<file path="config.mk">
export PLATFORM = sky130hd
export DESIGN_NAME = regfile_mp
export DESIGN_NICKNAME = d
export VERILOG_FILES = /design/src/rtl/regfile_mp.sv
export SDC_FILE = /design/constraint.sdc
export NUM_CORES = 1
export LEC_CHECK = 0
export CAP_MARGIN = 20
export CELL_PAD_IN_SITES_DETAIL_PLACEMENT = 1
export CELL_PAD_IN_SITES_GLOBAL_PLACEMENT = 2
export CORE_MARGIN = 1.5
export CORE_UTILIZATION = 44
export DETAILED_ROUTE_END_ITERATION = 6
export GPL_ROUTABILITY_DRIVEN = 0
export GPL_TIMING_DRIVEN = 0
export PLACE_DENSITY = 0.81
export SLEW_MARGIN = 10
export SYNTH_ARGS = -nofsm -noshare
export SYNTH_HDL_FRONTEND = slang
export SYNTH_SLANG_ARGS = --single-unit
export TNS_END_PERCENT = 10
</file>
<file path="constraint.sdc">
create_clock -name clk -period 4.8 [get_ports clk]
set_clock_uncertainty 0.1 [all_clocks]
set_input_delay 0.72 -clock clk [delete_from_list [all_inputs] [get_ports clk]]
set_output_delay 0.72 -clock clk [all_outputs]
set_load 0.02 [all_outputs]
</file>
<file path="src/rtl/regfile_mp.sv">
// regfile_mp -- parametrised multi-port general register file.
//
// Purpose:
//   Decode-stage register file with NUM_RD combinational read ports and
//   NUM_WR write ports. The storage array carries no reset; instead a
//   sequential clear engine walks every entry after reset and raises
//   'ready' once the whole array holds zero. Optional hardwired zero
//   register (ZERO_REG). When two write ports hit the same address on the
//   same edge, the higher port index wins and the lower write is dropped.
//
// Configuration macro:
//   REGFILE_MP_BYPASS_EN  defined   -> same-cycle write-to-read forwarding
//                         undefined -> reads reflect the array only
//
// Ports:
//   clk     in   rising-edge clock
//   resetn  in   asynchronous active-low reset
//   ready   out  high once the clear sequence has completed
//   raddr   in   NUM_RD*ADDR_W read addresses, port k at [k*ADDR_W +: ADDR_W]
//   rdata   out  NUM_RD*DATA_W read data, port k at [k*DATA_W +: DATA_W]
//   we      in   NUM_WR per-port write enables
//   waddr   in   NUM_WR*ADDR_W write addresses, packed as raddr
//   wdata   in   NUM_WR*DATA_W write data, packed as rdata
module regfile_mp #(
    parameter int DATA_W   = 32,
    parameter int DEPTH    = 32,
    parameter int ADDR_W   = $clog2(DEPTH),
    parameter int NUM_RD   = 2,
    parameter int NUM_WR   = 1,
    parameter int ZERO_REG = 1
) (
    input  logic                     clk,
    input  logic                     resetn,
    output logic                     ready,
    input  logic [NUM_RD*ADDR_W-1:0] raddr,
    output logic [NUM_RD*DATA_W-1:0] rdata,
    input  logic [NUM_WR-1:0]        we,
    input  logic [NUM_WR*ADDR_W-1:0] waddr,
    input  logic [NUM_WR*DATA_W-1:0] wdata
);

    typedef enum logic {
        INIT = 1'b0,
        RUN  = 1'b1
    } state_t;

    state_t            state_reg, state_next;
    logic [ADDR_W-1:0] count_reg, count_next;
    logic              ready_reg, ready_next;

    logic [DATA_W-1:0] mem [DEPTH];

    // Unpacked views of the write ports.
    logic [ADDR_W-1:0] wa [NUM_WR];
    logic [DATA_W-1:0] wd [NUM_WR];
    logic [NUM_WR-1:0] wr_ok;   // port wants to write and the write is legal
    logic [NUM_WR-1:0] wr_eff;  // legal and not overridden by a higher port

    // ------------------------------------------------------------------
    // Control: state, clear counter and registered ready
    // ------------------------------------------------------------------
    always_ff @(posedge clk or negedge resetn) begin
        if (!resetn) begin
            state_reg <= INIT;
            count_reg <= '0;
            ready_reg <= 1'b0;
        end else begin
            state_reg <= state_next;
            count_reg <= count_next;
            ready_reg <= ready_next;
        end
    end

    always_comb begin
        state_next = state_reg;
        count_next = count_reg;
        ready_next = ready_reg;
        case (state_reg)
            INIT: begin
                if (count_reg == ADDR_W'(DEPTH - 1)) begin
                    // Last entry is cleared on this edge; the counter stays
                    // parked here for as long as we remain in RUN.
                    state_next = RUN;
                    ready_next = 1'b1;
                end else begin
                    count_next = count_reg + 1'b1;
                end
            end
            RUN: begin
                state_next = RUN;
            end
            default: begin
                state_next = INIT;
            end
        endcase
    end

    assign ready = ready_reg;

    // ------------------------------------------------------------------
    // Write-port qualification
    // ------------------------------------------------------------------
    for (genvar gi = 0; gi < NUM_WR; gi++) begin : g_wr
        assign wa[gi]    = waddr[gi*ADDR_W +: ADDR_W];
        assign wd[gi]    = wdata[gi*DATA_W +: DATA_W];
        assign wr_ok[gi] = we[gi] && (state_reg == RUN) &&
                           !((ZERO_REG != 0) && (wa[gi] == '0));
    end

    // A lower-index write is dropped when any higher port writes the same
    // address on the same edge, so surviving writes never collide.
    always_comb begin
        wr_eff = '0;
        for (int w = 0; w < NUM_WR; w++) begin
            wr_eff[w] = wr_ok[w];
            for (int h = w + 1; h < NUM_WR; h++) begin
                if (wr_ok[h] && (wa[h] == wa[w])) begin
                    wr_eff[w] = 1'b0;
                end
            end
        end
    end

    // ------------------------------------------------------------------
    // Storage array (no reset: cleared by the INIT walk instead)
    // ------------------------------------------------------------------
    always_ff @(posedge clk) begin
        if (state_reg == INIT) begin
            mem[count_reg] <= '0;
        end else begin
            for (int w = 0; w < NUM_WR; w++) begin
                if (wr_eff[w]) begin
                    mem[wa[w]] <= wd[w];
                end
            end
        end
    end

    // ------------------------------------------------------------------
    // Read ports
    // ------------------------------------------------------------------
    for (genvar gi = 0; gi < NUM_RD; gi++) begin : g_rd
        logic [ADDR_W-1:0] ra;
        logic [DATA_W-1:0] rd;

        assign ra = raddr[gi*ADDR_W +: ADDR_W];

        always_comb begin
            rd = mem[ra];
`ifdef REGFILE_MP_BYPASS_EN
            // Ascending scan: the highest matching write port is applied
            // last, matching the write-priority rule.
            for (int w = 0; w < NUM_WR; w++) begin
                if (wr_ok[w] && (wa[w] == ra)) begin
                    rd = wd[w];
                end
            end
`endif
            // Array content is undefined until the clear walk finishes.
            if ((state_reg != RUN) || ((ZERO_REG != 0) && (ra == '0))) begin
                rd = '0;
            end
        end

        assign rdata[gi*DATA_W +: DATA_W] = rd;
    end

endmodule

</file>
==> results.cfg, run 1 <==
[run_status]
status = finished, violations left
violations = negative setup slack

[worst_setup_path]
r2r_start = state_reg
crit_end = rdata[31]
r2r-end = mem[21][27]
cp.required_ns = 3.98
cp_data_arrival_time_ns = 4.14
reg2regPathDepth = 7
reg2reg_slack_ns = 1.20
end_kind = primary output
critical_path.startpoint_type = input port
cp-startpoint = raddr[4]
cp_max_fo = 10
path_class = in2out

[power]
combPwrFrac_pct = 10.3
pwr-share-clk_pct = 41.4
seqPwrFrac_pct = 48.2
worst_ir_drop_vdd_v = 0.0002863
intPower_w = 0.01559
switching_share_pct = 24.38
power_leakage_nw = 20.09
powerDensity_nw_per_um2 = 363.8
p_sw_w = 0.005026

[timing]
slew_viol_final = 0
final_hold_viol_count = 0
rsz0062_at_grt = true
fin_ws_ns = -0.1571
setup_viol = 14
tightestPinTransition_ns = 1.498
fmax_mhz = 201.7
fin_crit_ns = 4.957
timing.max_slew.rel_slack_pct = 0.1374
post-route-period-util_pct = 103.3

[floorplan]
fp.dieArea_um2 = 111700
die_w_um = 334.3
coreArea_um2 = 108900
ios = 115
start_util_pct = 44.36
num_rows = 121
dieHeight_um = 334.3

[yosys]
synthCells = 2495
synthFlopType = edfxtp_1
yosys.area.top_type = edfxtp_1
syn_nets = 2547
ys_seq_area_share_pct = 64.04
syn_area_um2 = 48290
synth_warnings = 0
synth_edf_count = 1024
ys_ff_latch = 1031
synth_cell_types = 51
synth_most_common_cell = edfxtp_1
synthArstFlopShare_pct = 0.6790
netlist.area_leader.share_pct = 63.68
synth_common_cells = 1024 x edfxtp_1, 432 x mux4_2, 291 x mux2i_1
syn_area_per_cell_um2 = 19.35
synthTopCellsByArea = edfxtp_1 64%, mux4_2 20%, mux2i_1 6.0%, mux2_2 1.0%, a22oi_1 0.92%

[route]
firstDrtPassIters = 6
drt-initial-drc-count = 4774
via_count = 30206
ant_nets = 0
post_drt_wl_per_cell_um = 41.82
drt_wl_total_mm = 181.0
drc = 0
routed_via_density = 6.981

[finish]
regArea_um2 = 30920
syn_to_final_growth_pct = 17.37
nets = 2868
final_core_util_pct = 52.07
largest_reg_flops = 1024
drive_above_1_share_pct = 34.74
n_fill_cell = 9648
multi_input_area_um2 = 16780

[clock_network]
postCtsSetupBuffers = 0
ctsRootBufferMaster = clkbuf_16
numCtsBuffers = 107
cts.path.max_buffers = 3
cts_tree = built
htreeDepth = 3
clock-sinks = 1031
cts.clk_slew.worst_paths_ns = 0.06
clk_latency_ns = 0.69

[placement]
dp_hpwl_mm = 130.6
place_ws_ns = -0.8311
numPortBuffers = 110

[global_routing]
grt_max_degree = 33
antenna_found_initial = 9
grt_use_total_pct = 32.43
grt_overflow_total = 0
grt_pass1_vias = 30623
grt_pass1_wl_mm = 248.7

[worst_hold_path]
hold_path_class = in2async

[job]
cap_violations = 0
## layout by cell type (no fill, tap or decap), types with 19 or more instances in the layout
cell	count
a211o_1	21
a21oi_1	26
a22oi_1	59
a31oi_1	22
and2_2	26
buf_2	59
buf_4	95
buf_6	41
clkbuf_1	69
clkbuf_16	108
clkdlybuf4s50_1	106
clkinv_1	21
edfxtp_1	1024
mux2_2	44
mux2i_1	270
mux2i_2	20
mux4_2	432
nand2_1	52
nand3_1	41
o221ai_1	31
o22a_1	19
o22ai_1	23
## timing repair
action,4_1_cts,5_1_grt
pin swaps,0,0
resized for setup,90,18
hold buffers,0,0
setup endpoints to repair,64,30
## layout make-up
class | instances | share of cell area, %
sequential | 1031 | 54.56
multi-input combinational | 1266 | 29.61
clock buffer | 137 | 4.996
timing repair buffer | 215 | 4.373
tap | 1414 | 3.122
buffer | 188 | 2.053
clock inverter | 63 | 1.212
inverter | 7 | 0.04636
antenna | 6 | 0.02649
## power by group through the flow
stage	Sequential, W	Clock, W	Combinational [W]
5_1_grt	0.00995	0.00883	0.00214
3_3_place_gp	0.0102	0	0.00191
6_report	0.00995	0.00854	0.00213
2_1_floorplan	0.0101	0	0.00104
3_5_place_dp	0.0101	0	0.00202
4_1_cts	0.00995	0.00853	0.00206
## critical path: stages
cell and delay [ns]:
clkdlybuf4s50_1 0.69, nand3_1 0.56, clkbuf_1 0.67, o22a_1 0.40
o221ai_1 0.40, clkdlybuf4s50_1 0.68
## worst min path at each step
stage              endpoint  cells past startpoint
3_3_place_gp          ready                      1
4_1_cts        count_reg[1]                      1
2_1_floorplan  count_reg[0]                      0
6_report       count_reg[1]                      1
3_5_place_dp          ready                      1
5_1_grt        count_reg[1]                      1
## metal layers
layer / vias to the layer above / GRT usage [%] / share of wire (%)
met4: 10 / 16.87 / 6.0
met2: 2344 / 49.18 / 45
met1: 16040 / 42.08 / 36
met3: 421 / 9.973 / 13
met5: - / 1.172 / 0.13
li1: 11391 / - / -
## through the flow
stage | hold WS [ns] | area (um^2) | setup TNS [ns] | power (W) | instances
after floorplan | 0.3244 | 48290 | -28.83 | 0.01118 | 2495
after global placement | 0.3596 | 51160 | -2100.78 | 0.01207 | 4019
after detailed placement | 0.3792 | 52790 | -30.51 | 0.01216 | 4123
after CTS | 0.1887 | 56600 | -0.02909 | 0.02054 | 4321
after global routing | 0.2256 | 56660 | -0.05297 | 0.02091 | 4321
final | 0.2105 | 56680 | -0.6896 | 0.02062 | 4327
## cell families after synthesis
| group | Yosys count | share of synthesized area [%] |
|---|---|---|
| xor gates and xnor gates | 3 | 0.05442 |
| DFF | 1031 | 64.04 |
| adders and majority gates | 2 | 0.05181 |
| and+or+nand+nor | 249 | 2.669 |
| buffers and inverters | 198 | 2.259 |
| AOI/OAI and AO/OA | 245 | 3.718 |
| muxes | 767 | 27.21 |
Power figures use the tool's default switching activity.
==> inputs of run 2 (changes only) <==
--- a/config.mk
+++ b/config.mk
@@ -8,7 +8,6 @@
 export CAP_MARGIN = 20
 export CELL_PAD_IN_SITES_DETAIL_PLACEMENT = 1
 export CELL_PAD_IN_SITES_GLOBAL_PLACEMENT = 2
-export CORE_MARGIN = 1.5
 export CORE_UTILIZATION = 44
 export DETAILED_ROUTE_END_ITERATION = 6
 export GPL_ROUTABILITY_DRIVEN = 0
==> results.cfg, run 2 (synthesis results as in run 1) <==
[finish]
final_core_util_pct = 51.75
nets = 2863
finalInstanceArea_um2 = 56340
largest_reg_flops = 1024
syn_to_final_growth_pct = 16.67
final_common_cell = edfxtp_1
multi_input_area_um2 = 16750
n_fill_cell = 9671
layout_common_cells = 1024 x edfxtp_1, 432 x mux4_2, 271 x mux2i_1
drive_above_1_share_pct = 34.28
regArea_um2 = 30920

[worst_setup_path]
critical_path.startpoint_type = input port
worstPathCellList = clkdlybuf4s50_1 -> nand3_1 -> buf_1 -> o22a_1 -> o221ai_1 -> clkdlybuf4s50_1
cp_top_family = buffers and inverters
reg2reg_slack_ns = 1.27
cp_max_fo = 10
cp.required_ns = 3.98
cp.depth = 6
cp_num_buf_inv = 3
reg2regPathDepth = 7
path_class = in2out
critical_path.max_stage_delay_ns = 0.77
cp_data_arrival_time_ns = 4.22
crit_path_frequent_cell = clkdlybuf4s50_1
cp_slowest_cell = buf_1
end_kind = primary output

[global_routing]
grt_overflow_total = 0
antenna_found_initial = 8
grt_pass1_vias = 30787
use_met1_pct = 42.47
busiest_layer = met2
met2_usage_pct = 50.83
grt_use_total_pct = 33.04
use_met3_pct = 9.762
grt_max_degree = 33
grt_pass1_wl_mm = 251.0

[power]
combPwrFrac_pct = 10.5
pwr-share-clk_pct = 40.1
powerDensity_nw_per_um2 = 357.6
p_sw_w = 0.004962
switching_share_pct = 24.63
worst_ir_drop_vdd_v = 0.0002935
intPower_w = 0.01518
seqPwrFrac_pct = 49.4
power_leakage_nw = 19.95
power_w = 0.02014

[route]
ant_nets = 0
drc = 0
post_drt_wl_per_cell_um = 42.56
routed_via_density = 7.012
via_count = 30300
drt-initial-drc-count = 4790
drt_wl_total_mm = 183.9
firstDrtPassIters = 5

[timing]
setup_viol = 33
timing.max_slew.rel_slack_pct = 0.9714
fin_ws_ns = -0.2440
fin_crit_ns = 5.044
slew_viol_final = 0
fmax_mhz = 198.3
post-route-period-util_pct = 105.1
final_hold_viol_count = 0
rsz0062_at_grt = true
tightestPinTransition_ns = 1.485

[run_status]
violations = negative setup slack
status = finished, violations left

[clock_network]
cts_tree = built
cts.path.max_buffers = 3
clk_latency_ns = 0.71
clock-sinks = 1031
htreeDepth = 3
cts.clk_slew.worst_paths_ns = 0.06
ctsRootBufferMaster = clkbuf_16
numCtsBuffers = 106
postCtsSetupBuffers = 0

[floorplan]
num_rows = 121
dieHeight_um = 333.3
start_util_pct = 44.36
fp.dieArea_um2 = 111100
die_w_um = 333.3
coreArea_um2 = 108900
ios = 115

[worst_hold_path]
hold_path_class = in2async

[job]
cap_violations = 0

[placement]
dp_hpwl_mm = 131.1
dpl_cell_area_um2 = 52690
numPortBuffers = 110
run 2: cell types whose count changed in the layout (fill, tap and decap cells not counted), moves of 4 or more:
cell       before  now
clkinv_1       21   25
bufinv_16      14    6
diode_2         6   13
buf_16         14    7
buf_12         16   20
o22a_2          5   11
buf_4          95   86
o22a_1         19   13
inv_6           6    1
run 2: what timing repair did:
item,CTS,global route
gates cloned,0,0
setup endpoints to repair,64,36
gates resized for setup,84,27
hold buffers,0,0
run 2: power by group through the flow:
stage | clock (W) | sequential [W] | combinational, W
2_1_floorplan | 0 | 0.0101 | 0.00104
3_3_place_gp | 0 | 0.0102 | 0.00192
3_5_place_dp | 0 | 0.0101 | 0.00202
4_1_cts | 0.00806 | 0.00995 | 0.00205
5_1_grt | 0.00834 | 0.00995 | 0.00213
6_report | 0.00807 | 0.00995 | 0.00212
run 2: final timing paths:
kind	endpoint	start
max in group asynchronous	count_reg[3]	resetn
min in group clk	ready	ready
min	count_reg[1]	resetn
max reg2reg	mem[17][11]	state_reg
max	rdata[0]	raddr[3]
min reg2reg	ready	ready
run 2: area by class of cell:
cell class | count | share of cell area, %
Sequential cell | 1031 | 54.89
Multi-Input combinational cell | 1266 | 29.73
Tap cell | 1414 | 3.140
Antenna cell | 13 | 0.05774
Buffer | 189 | 2.081
Inverter | 7 | 0.04664
Timing Repair Buffer | 210 | 4.229
Clock inverter | 55 | 0.7307
Clock buffer | 136 | 5.097
run 2: worst reg2reg max path: stages (launching register included):
cell and delay [ns]:
dfrtp_1 0.38, buf_2 0.33, and2_1 0.26, a22oi_1 0.25
a211o_1 0.69, nor3_2 0.71, buf_6 0.25, buf_4 0.23
run 2: metal layers:
| metal | share of wire [%] | wire length [um] | vias to the layer above |
|---|---|---|---|
| li1 | - | - | 11375 |
| met1 | 36 | 65950 | 16167 |
| met2 | 46 | 83970 | 2323 |
| met3 | 12 | 22690 | 425 |
| met4 | 6.0 | 11080 | 10 |
| met5 | 0.12 | 223 | - |
run 2: stage by stage:
stage	TNS (ns)	hold slack [ns]	cells	worst slack (ns)
after floorplan	-28.83	0.3244	2495	-0.4505
after global placement	-2100.05	0.3557	4019	-5.135
after detailed placement	-29.70	0.3795	4118	-1.021
after CTS	-0.01121	0.1754	4308	-0.01121
after global routing	-0.5856	0.2104	4308	-0.1117
final	-2.546	0.1843	4321	-0.2440
